[src/rtl/macguffin_pkg.sv]
// macguffin_pkg: shared widths, cipher constants and the tag/arbiter types
// Items:
//   BLOCK_W      cipher block width carried on every AXI-Stream port
//   ROUND_KEY_W  round-key width used by the attached encryption core
//   ROUNDS       round count of the attached encryption core
//   src_id_t     requester identity carried through the tag FIFO
//   arb_state_t  arbiter FSM states
package macguffin_pkg;
  localparam int BLOCK_W = 64;
  localparam int ROUND_KEY_W = 48;
  localparam int ROUNDS = 32;
  typedef enum logic {SRC0 = 1'b0, SRC1 = 1'b1} src_id_t;
  typedef enum logic [1:0] {ARB = 2'd0, HOLD0 = 2'd1, HOLD1 = 2'd2} arb_state_t;
  function automatic src_id_t other_src(input src_id_t s);
    return s == SRC0 ? SRC1 : SRC0;
  endfunction
endpackage

[src/rtl/macguffin_arbiter_tag_fifo.sv]
// tag_fifo: synchronous FIFO of requester IDs, one entry per block inside the cipher
// Ports:
//   clk, rst          clock, asynchronous active-low reset
//   push, din         write request and source ID (ignored when full)
//   pop               read request (ignored when empty)
//   dout              source ID at the head
//   full, empty       occupancy flags
//   count             current occupancy, 0..DEPTH
module tag_fifo
  import macguffin_pkg::*;
#(
  parameter int DEPTH = 32
) (
  input  logic                   clk,
  input  logic                   rst,
  input  logic                   push,
  input  src_id_t                din,
  input  logic                   pop,
  output src_id_t                dout,
  output logic                   full,
  output logic                   empty,
  output logic [$clog2(DEPTH):0] count
);
  localparam int AW = $clog2(DEPTH);
  src_id_t mem_q [DEPTH];
  logic [AW-1:0] wr_q, rd_q;
  logic [AW:0] cnt_q, cnt_d;
  logic do_push, do_pop;
  assign full = cnt_q == (AW+1)'(DEPTH);
  assign empty = cnt_q == '0;
  // full/empty are evaluated before this cycle's opposite operation: no bypass
  assign do_push = push && !full;
  assign do_pop = pop && !empty;
  assign dout = mem_q[rd_q];
  assign count = cnt_q;
  assign cnt_d = cnt_q + (AW+1)'(do_push) - (AW+1)'(do_pop);
  always_ff @(posedge clk) begin
    if (do_push) mem_q[wr_q] <= din;
  end
  // DEPTH is a power of two, so the pointers wrap by plain overflow
  always_ff @(posedge clk or negedge rst) begin
    if (!rst) begin
      wr_q <= '0;
      rd_q <= '0;
      cnt_q <= '0;
    end else begin
      wr_q <= wr_q + AW'(do_push);
      rd_q <= rd_q + AW'(do_pop);
      cnt_q <= cnt_d;
    end
  end
endmodule

[src/rtl/macguffin_arbiter.sv]
// macguffin_arbiter: round-robin 2:1 arbiter in front of a block cipher, with tag-based return routing
// Ports:
//   clk, rst                      clock, asynchronous active-low reset
//   s0_axis_*, s1_axis_*          plaintext streams from requesters 0/1
//   m0_axis_*, m1_axis_*          ciphertext streams back to requesters 0/1
//   enc_s_axis_*                  plaintext into the encryption core
//   enc_m_axis_*                  ciphertext out of the encryption core
//   inflight                      blocks accepted by the core and not yet delivered
//   err                           sticky: core produced output with no block outstanding
module macguffin_arbiter
  import macguffin_pkg::*;
#(
  parameter int DEPTH = 32
) (
  input  logic                   clk,
  input  logic                   rst,
  input  logic [BLOCK_W-1:0]     s0_axis_tdata,
  input  logic                   s0_axis_tvalid,
  output logic                   s0_axis_tready,
  input  logic [BLOCK_W-1:0]     s1_axis_tdata,
  input  logic                   s1_axis_tvalid,
  output logic                   s1_axis_tready,
  output logic [BLOCK_W-1:0]     m0_axis_tdata,
  output logic                   m0_axis_tvalid,
  input  logic                   m0_axis_tready,
  output logic [BLOCK_W-1:0]     m1_axis_tdata,
  output logic                   m1_axis_tvalid,
  input  logic                   m1_axis_tready,
  output logic [BLOCK_W-1:0]     enc_s_axis_tdata,
  output logic                   enc_s_axis_tvalid,
  input  logic                   enc_s_axis_tready,
  input  logic [BLOCK_W-1:0]     enc_m_axis_tdata,
  input  logic                   enc_m_axis_tvalid,
  output logic                   enc_m_axis_tready,
  output logic [$clog2(DEPTH):0] inflight,
  output logic                   err
);
  arb_state_t state_q, state_d;
  src_id_t last_q, last_d, grant, head;
  logic gnt_valid, push, tag_full, tag_empty, err_q, err_d;
  // HOLD states pin the grant until the stalled requester completes its transfer
  always_comb begin
    grant = state_q == HOLD0 ? SRC0 :
            state_q == HOLD1 ? SRC1 :
            (s0_axis_tvalid && s1_axis_tvalid) ? other_src(last_q) :
            s1_axis_tvalid ? SRC1 : SRC0;
    // every handshake-capable output is gated by rst so nothing is offered while in reset
    gnt_valid = rst && (grant == SRC1 ? s1_axis_tvalid : s0_axis_tvalid);
    enc_s_axis_tvalid = gnt_valid && !tag_full;
    enc_s_axis_tdata = grant == SRC1 ? s1_axis_tdata : s0_axis_tdata;
    push = enc_s_axis_tvalid && enc_s_axis_tready;
    s0_axis_tready = rst && grant == SRC0 && enc_s_axis_tready && !tag_full;
    s1_axis_tready = rst && grant == SRC1 && enc_s_axis_tready && !tag_full;
    // the head tag steers each ciphertext block back to its requester, preserving order
    m0_axis_tvalid = rst && enc_m_axis_tvalid && !tag_empty && head == SRC0;
    m1_axis_tvalid = rst && enc_m_axis_tvalid && !tag_empty && head == SRC1;
    m0_axis_tdata = enc_m_axis_tdata;
    m1_axis_tdata = enc_m_axis_tdata;
    enc_m_axis_tready = rst && !tag_empty && (head == SRC1 ? m1_axis_tready : m0_axis_tready);
    state_d = push ? ARB : gnt_valid ? (grant == SRC1 ? HOLD1 : HOLD0) : state_q;
    last_d = push ? grant : last_q;
    err_d = err_q || (enc_m_axis_tvalid && tag_empty);
  end
  always_ff @(posedge clk or negedge rst) begin
    if (!rst) begin
      state_q <= ARB;
      last_q <= SRC1;
      err_q <= 1'b0;
    end else begin
      state_q <= state_d;
      last_q <= last_d;
      err_q <= err_d;
    end
  end
  assign err = err_q;
  tag_fifo #(.DEPTH(DEPTH)) u_tag_fifo (
    .clk   (clk),
    .rst   (rst),
    .push  (push),
    .din   (grant),
    .pop   (enc_m_axis_tvalid && enc_m_axis_tready),
    .dout  (head),
    .full  (tag_full),
    .empty (tag_empty),
    .count (inflight)
  );
endmodule

[config.mk]
export PLATFORM = sky130hd
export DESIGN_NAME = macguffin_arbiter
export DESIGN_NICKNAME = d
export VERILOG_FILES = /design/src/rtl/macguffin_pkg.sv /design/src/rtl/macguffin_arbiter_tag_fifo.sv /design/src/rtl/macguffin_arbiter.sv
export SDC_FILE = /design/constraint.sdc
export NUM_CORES = 1
export LEC_CHECK = 0
export BUFFER_PORTS_ARGS = -buffer_cell sky130_fd_sc_hd__buf_2
export CAP_MARGIN = 30
export CORE_AREA = 4 4 153 155
export DETAILED_ROUTE_END_ITERATION = 7
export DIE_AREA = 0 0 157 159
export GPL_TIMING_DRIVEN = 0
export PLACE_DENSITY = 0.46
export SLEW_MARGIN = 15
export SYNTH_ARGS = -nofsm -noshare
export SYNTH_HDL_FRONTEND = slang
export SYNTH_SLANG_ARGS = --single-unit
[constraint.sdc]
create_clock -name clk -period 4.04 [get_ports clk]
set_input_delay 0.606 -clock clk [delete_from_list [all_inputs] [get_ports clk]]
set_output_delay 0.606 -clock clk [all_outputs]
set_load 0.01 [all_outputs]
Word-level counts from Yosys, hierarchy flattened

Memory sizes are Yosys's and may differ from the RTL's.
Cells that the tools add are included.

Add/sub/neg operators: 4
Eq/ne operators: 3
Multiplexer cells: 13
Bitwise gates (word level): 2
Reductions and logical operators: 25

Operators by type and width:

| operator             | count |
|---|---|
| $mux W64             | 1 |
| $logic_and A1 B1 Y1  | 20 |
| $add A5 B1 Y5        | 2 |
| $mux W1              | 9 |
| $add A6 B1 Y6        | 1 |
| $eq A6 B6 Y1 const B | 1 |
| $logic_not A6 Y1     | 1 |
| $mux W2              | 3 |
| $sub A6 B1 Y6        | 1 |
| $eq A2 B1 Y1 const B | 1 |
| $eq A2 B2 Y1 const B | 1 |
| $logic_not A1 Y1     | 2 |
| $not A1 Y1           | 2 |
| $reduce_bool A2 Y1   | 1 |
| $logic_or A1 B1 Y1   | 1 |

Bits in registers: 20
RAM bits: 32
Bits of input ports: 200
Output and inout bits: 205
Word-level logic and storage cells: 54
Memories kept: 1

Memories:

| memory           | words | bits a word | read ports | clocked after Yosys merged registers in | wr ports | line                             | source |
|---|---|---|---|---|---|---|---|
| u_tag_fifo.mem_q | 32    | 1           | 1          | 0                                       | 1        | macguffin_arbiter_tag_fifo.sv:25 | `src_id_t mem_q [DEPTH];` |

Logic depth before layout (Yosys ltp)

Gate-level depths: netlist of the first run.

Depth after elaboration: 11
Gate-level depth with buffers: 17
Gate-level depth less buffers: 16

By module

A second synthesis of the first run with hierarchy kept.

Cells, all modules: 405
Area, all modules: 4,629.4 um^2

Modules (own cells, without submodules):

| module            | times used | cells each | area each (um^2) | seq. area each (um^2) |
|---|---|---|---|---|
| tag_fifo          | 1          | 172        | 2,328.5          | 1,361.3 |
| macguffin_arbiter | 1          | 233        | 2,301.0          | 101.3 |

Worst setup path after synthesis of the first run

Ideal clock, no wire load.

Path type: register to register
Start point: register u_tag_fifo.rd_q[0]
End point: register u_tag_fifo.cnt_q[4] (netlist: u_tag_fifo.count[4])
Setup time: 122 ps
Arrival time: 2,943 ps
Required time: 3,918 ps
Path slack: 975 ps
Cell stages (with the launch flop): 17
Buffers on the path: 1
Clock period less this slack: 3,065 ps
Cell sequence: dfrtp_1 > buf_4 > mux4_2 > mux2_2 > nand2_1 > a211o_1 > mux2i_1 > ha_1 > inv_1 > ha_1 > inv_1 > fa_1 > inv_1 > a21oi_1 > nor2_1 > nor2_1 > xnor2_1

Cells in the longest elaborated chain, start to end: 6

Ends and longest elaborated chain:

| element                 | line                             | source |
|---|---|---|
| from (decl)             | macguffin_arbiter_tag_fifo.sv:26 | `logic [AW-1:0] wr_q, rd_q;` |
| from (signal assigned)  | macguffin_arbiter_tag_fifo.sv:48 | `rd_q <= rd_q + AW'(do_pop);` |
| $mem_v2 Z32 W1          | n/a                              |  |
| $mux W1                 | macguffin_arbiter.sv:59          | `enc_m_axis_tready = rst && !tag_empty && (head == SRC1 ? m1_axis_tready : m0_axis_tready);` |
| $logic_and A1 B1 Y1     | macguffin_arbiter.sv:59          |  |
| $logic_and A1 B1 Y1     | macguffin_arbiter.sv:81          | `.pop (enc_m_axis_tvalid && enc_m_axis_tready),` |
| $logic_and A1 B1 Y1     | macguffin_arbiter_tag_fifo.sv:33 | `assign do_pop = pop && !empty;` |
| $sub A6 B1 Y6           | macguffin_arbiter_tag_fifo.sv:36 | `assign cnt_d = cnt_q + (AW+1)'(do_push) - (AW+1)'(do_pop);` |
| net u_tag_fifo.cnt_d[4] | macguffin_arbiter_tag_fifo.sv:27 | `logic [AW:0] cnt_q, cnt_d;` |
| to (signal assigned)    | macguffin_arbiter_tag_fifo.sv:49 | `cnt_q <= cnt_d;` |
| to (decl)               | macguffin_arbiter_tag_fifo.sv:27 |  |

The timed path passes the listed nets, and every way through them passes these cells.
A chain may end at the register's enable or synchronous reset.

Worst setup path in the final report of the first run

Start point: register u_tag_fifo.rd_q[0]
End point: register u_tag_fifo.cnt_q[5] (netlist: u_tag_fifo.count[5])

The elaborated chain is that of the path after synthesis.

==> results of run 1 <==
==> per-stage QoR <==
step	total power (uW)	cell area (um2)	instances	setup WS (ps)	hold slack, ps
CTS	3360	6550	1179	569	320
global route	3600	6550	1182	384	345
detailed placement	2920	6400	1171	594	443
finish	3280	6550	1182	618	309
floorplan	2100	4330	550	975	310
global placement	2910	6380	1170	115	440
==> routing by layer <==
layer / vias to the layer above / routed length [um] / share of wire (%)
li1: 2318 / - / -
met1: 1987 / 7050 / 39
met2: 216 / 9210 / 51
met4: 2 / 143 / 0.80
met5: - / 13 / 0.073
met3: 11 / 1480 / 8.3
==> critical path, stage by stage, from the launching register on <==
cell and delay [ps]:
dfrtp_1 360, buf_4 210, mux4_2 540, mux2_2 280, nand2_1 70, a211o_1 230, mux2i_1 290, ha_1 250
inv_1 60, ha_1 270, a21o_1 160, a21oi_1 210, o21bai_1 110, a21oi_1 170, xor2_1 150
==> Yosys cell counts (all sizes together), types with 2 or more instances <==
| library cell | count |
|---|---|
| a21boi | 2 |
| a21o | 2 |
| a21oi | 5 |
| buf | 139 |
| clkbuf | 12 |
| dfrtp | 19 |
| edfxtp | 32 |
| ha | 13 |
| inv | 14 |
| mux2i | 13 |
| mux4 | 4 |
| nand2 | 200 |
| nand3 | 10 |
| nand3b | 6 |
| nor2 | 41 |
| nor2b | 3 |
| nor3 | 4 |
| nor3b | 2 |
| o21ai | 2 |
| or3b | 2 |
| xnor2 | 6 |
| xor2 | 4 |
==> cell usage in the layout (no fill, tap or decap), types with 10 or more instances in the layout <==
master and instances:
nor2_1 41, inv_1 13, nand2_1 200, edfxtp_1 32, mux2i_1 13, dfrtp_1 19
clkbuf_1 12, buf_2 346, ha_1 13, buf_4 131, nand3_1 10
==> worst max-delay path by stage <==
stage                                   from                   end  cells after the start
after floorplan           u_tag_fifo.rd_q[0]   u_tag_fifo.count[4]                     16
after global placement        s1_axis_tvalid  enc_s_axis_tdata[59]                      7
after detailed placement  u_tag_fifo.rd_q[0]   u_tag_fifo.count[5]                     14
after CTS                 u_tag_fifo.rd_q[0]   u_tag_fifo.count[5]                     14
after global routing      u_tag_fifo.rd_q[0]   u_tag_fifo.count[4]                     16
final                     u_tag_fifo.rd_q[0]   u_tag_fifo.count[5]                     14
==> area by class of cell <==
class / count / area (um2)
multi-input cells: 333 / 1750
flip-flops and latches: 52 / 1460
well taps: 280 / 350
inverters: 14 / 52.6
fillers: 2423 / 15300
diodes: 3 / 7.51
plain buffers: 151 / 1070
repair buffers: 341 / 1720
clock buffers: 6 / 129
clock inverters: 2 / 16.3
==> sequential cells by signal (all words and copies together), names as in the netlist <==
| signal | cells |
|---|---|
| last_q | 1 |
| u_tag_fifo.mem_q | 32 |
| u_tag_fifo.wr_q | 5 |
| err | 1 |
| u_tag_fifo.count | 6 |
| state_q | 2 |
| u_tag_fifo.rd_q | 5 |
==> power groups by stage <==
| stage | sequential [uW] | clock, uW | combinational [uW] |
|---|---|---|---|
| 3_5_place_dp | 804 | 0 | 2120 |
| 3_3_place_gp | 809 | 0 | 2100 |
| 4_1_cts | 794 | 443 | 2130 |
| 2_1_floorplan | 808 | 0 | 1290 |
| 5_1_grt | 809 | 461 | 2330 |
| 6_report | 791 | 420 | 2070 |
==> logic make-up (layout without fill, tap and decap cells) <==
logic type	count (synthesis)	count (layout)	synth area share, %
buffers and inverters	165	514	25.9
AND/OR/NAND/NOR	273	273	25.8
multiplexers	18	18	5.35
AO/OA/AOI/OAI	17	17	2.69
flip-flops	52	52	33.8
other	0	3	0
XOR/XNOR	10	10	2.02
adder cells (fa/ha/maj)	15	15	4.45
==> results.py, run 1 <==
metrics = {
    "floorplanning": {
        "core_mm2": 0.0218,
        "rows": 54,
        "dieHeight_um": 159,
        "die_area_mm2": 0.0250,
        "io_pins": 405,
        "die_w_um": 157,
        "initial_core_util_pct": 19.8,
    },
    "final_layout": {
        "finish.utilization_pct": 30.0,
        "layout-drive-gt1-share_pct": 55.1,
        "area_growth_pct": 51.4,
        "nets": 1112,
    },
    "sta": {
        "setup_viol": 0,
        "min_period_ps": 3420,
        "hold_viol": 0,
        "worst_pin_slew_ps": 756,
        "setup_tns_ps": 0,
        "slew_headroom_pct": 49.6,
        "rsz0062_at_grt": "false",
        "clock_skew_ps": 7.32,
        "fmax_ghz": 0.292,
        "fin_crit_sh_pct": 84.7,
        "maxSlewViolCount": 0,
    },
    "grt": {
        "grt_util_met2_pct": 24.1,
        "grt.overflow.total": 0,
        "grt_use_met3_pct": 2.72,
        "grt_max_degree": 40,
        "grt_pass1_wl_um": 26000,
        "grt_busiest_layer": "met2",
        "antenna_found_initial": 6,
        "grt_pass1_vias": 4483,
        "gr-usage-met1_pct": 16.2,
        "track_usage_pct": 13.4,
    },
    "status": {
        "status": "finished clean",
    },
    "critical_path": {
        "end_kind": "register",
        "critPathMaxFanout": 10,
        "reg2reg_from": "u_tag_fifo.rd_q[0]",
        "start_kind": "register",
        "criticalPathCategory": "register to register",
        "cp.arrival_ps": 3630,
        "worstPathRequired_ps": 4250,
        "r2r_cells": 14,
        "ff2ff_setup_slack_ps": 620,
        "r2r-end": "u_tag_fifo.count[5]",
    },
    "route": {
        "drc_errors": 0,
        "vias": 4534,
        "drtIter0Drc": 150,
        "wl_um": 17900,
        "vias_per_cell": 3.84,
        "routedWlPerCell_um": 15.1,
        "drt_first_pass_iters": 4,
        "ant_nets": 0,
    },
    "cts": {
        "h-tree-depth": 2,
        "cts_tree": "done",
        "cts_inserted_buffers": 5,
        "clk_pin_slew_ps": 70,
        "cts_sinks": 52,
        "cts_resized": 0,
        "cts_setup_buffers": 0,
        "clockBufferDepth": 2,
        "ctsHoldBuffers": 0,
        "clockRootBuffer": "clkbuf_16",
        "clock_latency_ps": 290,
    },
    "power": {
        "clkPwrFrac_pct": 12.8,
        "p_int_uw": 1820,
        "seqPwrFrac_pct": 24.1,
        "netSwitchingFraction_pct": 44.6,
        "leakage_uw": 0.00365,
        "p_comb_share_pct": 63.1,
        "p_switching_uw": 1470,
        "powerDensity_mw_per_mm2": 501,
        "ir_drop_uv": 198,
    },
    "placed_design": {
        "place.gp.congestion": 0.813,
        "port_buffers": 340,
        "post-dp-hpwl_um": 15400,
    },
    "synth": {
        "synth_area_leaders": "buf_4, edfxtp_1, nand2_1",
        "ys_async_sr_fraction_pct": 38.5,
        "syn_avg_cell_area_um2": 7.87,
        "ys_seq_area_share_pct": 33.8,
        "synth_ff_type": "edfxtp_1",
        "synth_area_mm2": 0.00433,
        "synth_top_area_share_pct": 22.7,
        "ys_warn_count": 0,
        "ys_types": 42,
        "synth_seq_cells": 52,
        "yosysTopAreaCell": "buf_4",
        "syn_nets": 764,
        "synth_edf_count": 32,
        "synth_cells": 550,
    },
    "min_path": {
        "worstHoldPathType": "input pin to asynchronous set/reset pin",
    },
    "job": {
        "drv_cap": 0,
    },
}
(Power assumes the default switching activity.)
==> run 2, diff against run 1 <==
==> constraint.sdc (replaced) <==
create_clock -name clk -period 3.4 [get_ports clk]
set_input_delay 0.51 -clock clk [delete_from_list [all_inputs] [get_ports clk]]
set_output_delay 0.51 -clock clk [all_outputs]
set_load 0.01 [all_outputs]
==> run 2 against run 1 <==
Net effect:
- first-iteration DRC count is the same
- utilization up 0.51 points
- critical path depth rose by 2
- via count up 0.93%
- critical path type unchanged
==> results.py, run 2 (synthesized netlist as in run 1, its figures left out) <==
metrics = {
    "sta": {
        "min_period_ps": 3220,
        "slew_headroom_pct": 52.4,
        "fmax_ghz": 0.310,
        "setup_viol": 0,
        "setup_tns_ps": 0,
        "maxSlewViolCount": 0,
        "clock_skew_ps": 10.1,
        "hold_viol": 0,
        "worst_pin_slew_ps": 714,
        "fin_crit_sh_pct": 94.7,
    },
    "route": {
        "vias": 4576,
        "drc_errors": 0,
        "vias_per_cell": 3.85,
        "ant_nets": 0,
        "routedWlPerCell_um": 15.2,
        "wl_um": 18000,
        "drtIter0Drc": 150,
        "drt_first_pass_iters": 4,
    },
    "cts": {
        "cts_tree": "done",
        "cts_sinks": 52,
        "ctsHoldBuffers": 0,
        "clock_latency_ps": 290,
        "clockBufferDepth": 2,
        "h-tree-depth": 2,
        "clockRootBuffer": "clkbuf_16",
        "clk_pin_slew_ps": 70,
        "cts_inserted_buffers": 5,
    },
    "critical_path": {
        "start_kind": "register",
        "worstPathRequired_ps": 3580,
        "reg2reg_from": "u_tag_fifo.rd_q[0]",
        "critPathCapture": "u_tag_fifo.count[4]",
        "r2r_cells": 16,
        "ff2ff_setup_slack_ps": 180,
        "cp.arrival_ps": 3400,
        "end_kind": "register",
        "critPathLaunch": "u_tag_fifo.rd_q[0]",
        "criticalPathCategory": "register to register",
        "critPathMaxFanout": 7,
        "r2r-end": "u_tag_fifo.count[4]",
    },
    "final_layout": {
        "layout-drive-gt1-share_pct": 56.3,
        "finish.utilization_pct": 30.5,
        "mostFrequentLayoutCells": "buf_2, nand2_1, buf_4, nor2_1, edfxtp_1",
        "area_growth_pct": 54.0,
        "nets": 1119,
        "layout_commonest_cell": "buf_2",
        "largest-register": "u_tag_fifo.mem_q",
        "final_cells": 1189,
        "largest_reg_flops": 32,
    },
    "power": {
        "ir_drop_uv": 234,
        "powerDensity_mw_per_mm2": 610,
        "leakage_uw": 0.00369,
        "total_power_uw": 4060,
    },
    "grt": {
        "grt_pass1_vias": 4486,
        "grt_pass1_wl_um": 26000,
        "grt_util_met2_pct": 24.2,
        "antenna_found_initial": 6,
        "gr-usage-met1_pct": 16.2,
        "track_usage_pct": 13.5,
        "grt.overflow.total": 0,
        "grt_use_met3_pct": 2.72,
        "grt_busiest_layer": "met2",
        "grt_max_degree": 40,
    },
    "floorplanning": {
        "core_mm2": 0.0218,
        "initial_core_util_pct": 19.8,
        "die_area_mm2": 0.0250,
        "dieHeight_um": 159,
        "rows": 54,
        "io_pins": 405,
        "die_w_um": 157,
    },
    "placed_design": {
        "place.gp.congestion": 0.813,
        "dp.cells": 1171,
        "post-dp-hpwl_um": 15400,
        "port_buffers": 340,
    },
    "job": {
        "drv_cap": 0,
    },
    "min_path": {
        "worstHoldPathType": "input pin to asynchronous set/reset pin",
    },
    "status": {
        "status": "finished clean",
    },
}
==> run 2: worst min-delay path by stage <==
stage	end	slack [ps]	cells after the start
after floorplan	err	210	0
after global placement	err	440	1
after detailed placement	err	440	1
after CTS	u_tag_fifo.rd_q[4]	220	1
after global routing	u_tag_fifo.rd_q[4]	250	1
final	u_tag_fifo.rd_q[4]	210	1
==> run 2: cell type report <==
class / count / area (um2)
inverter: 14 / 52.6
multi-input combinational: 333 / 1790
clock buffer: 6 / 129
tap: 280 / 350
clock inverter: 2 / 16.3
buffer: 151 / 1080
timing repair buffer: 348 / 1770
fill: 2409 / 15200
sequential: 52 / 1460
antenna: 3 / 7.51
==> run 2: through the flow <==
stage / worst slack, ps / hold slack (ps) / area [um2]
finish: 179 / 210 / 6660
global route: -8.01 / 250 / 6660
floorplan: 335 / 214 / 4330
CTS: 14.4 / 224 / 6560
global placement: -333 / 440 / 6380
detailed placement: -46.4 / 443 / 6400
==> run 2: power breakdown <==
| part | internal, uW | switching, uW |
|---|---|---|
| Clock | 275 | 228 |
| Sequential | 856 | 87.3 |
| Combinational | 1140 | 1470 |
| Total | 2270 | 1790 |
==> run 2: per-layer routing <==
layer / part of all wire [%] / routed length (um) / vias up
li1: - / - / 2332
met1: 40 / 7130 / 2011
met2: 51 / 9270 / 219
met3: 8.2 / 1480 / 12
met4: 0.83 / 150 / 2
met5: 0.072 / 13 / -
==> run 2: what timing repair did <==
action | CTS | global route
endpoints found under the setup margin | 2 | 2
hold endpoints to repair | 0 | 0
pin swaps | 1 | 6
resized for setup | 2 | 11
setup buffers | 0 | 7
==> run 2: critical path: stages, from the launching register on <==
cell,delay (ps)
dfrtp_1,370
buf_6,150
mux4_2,520
mux2_2,280
nand2_1,90
a211o_4,160
mux2i_4,260
ha_4,220
inv_1,50
ha_2,180
inv_2,50
fa_2,360
inv_1,60
a21oi_1,60
nor2_1,110
nor2_1,70
xnor2_1,110
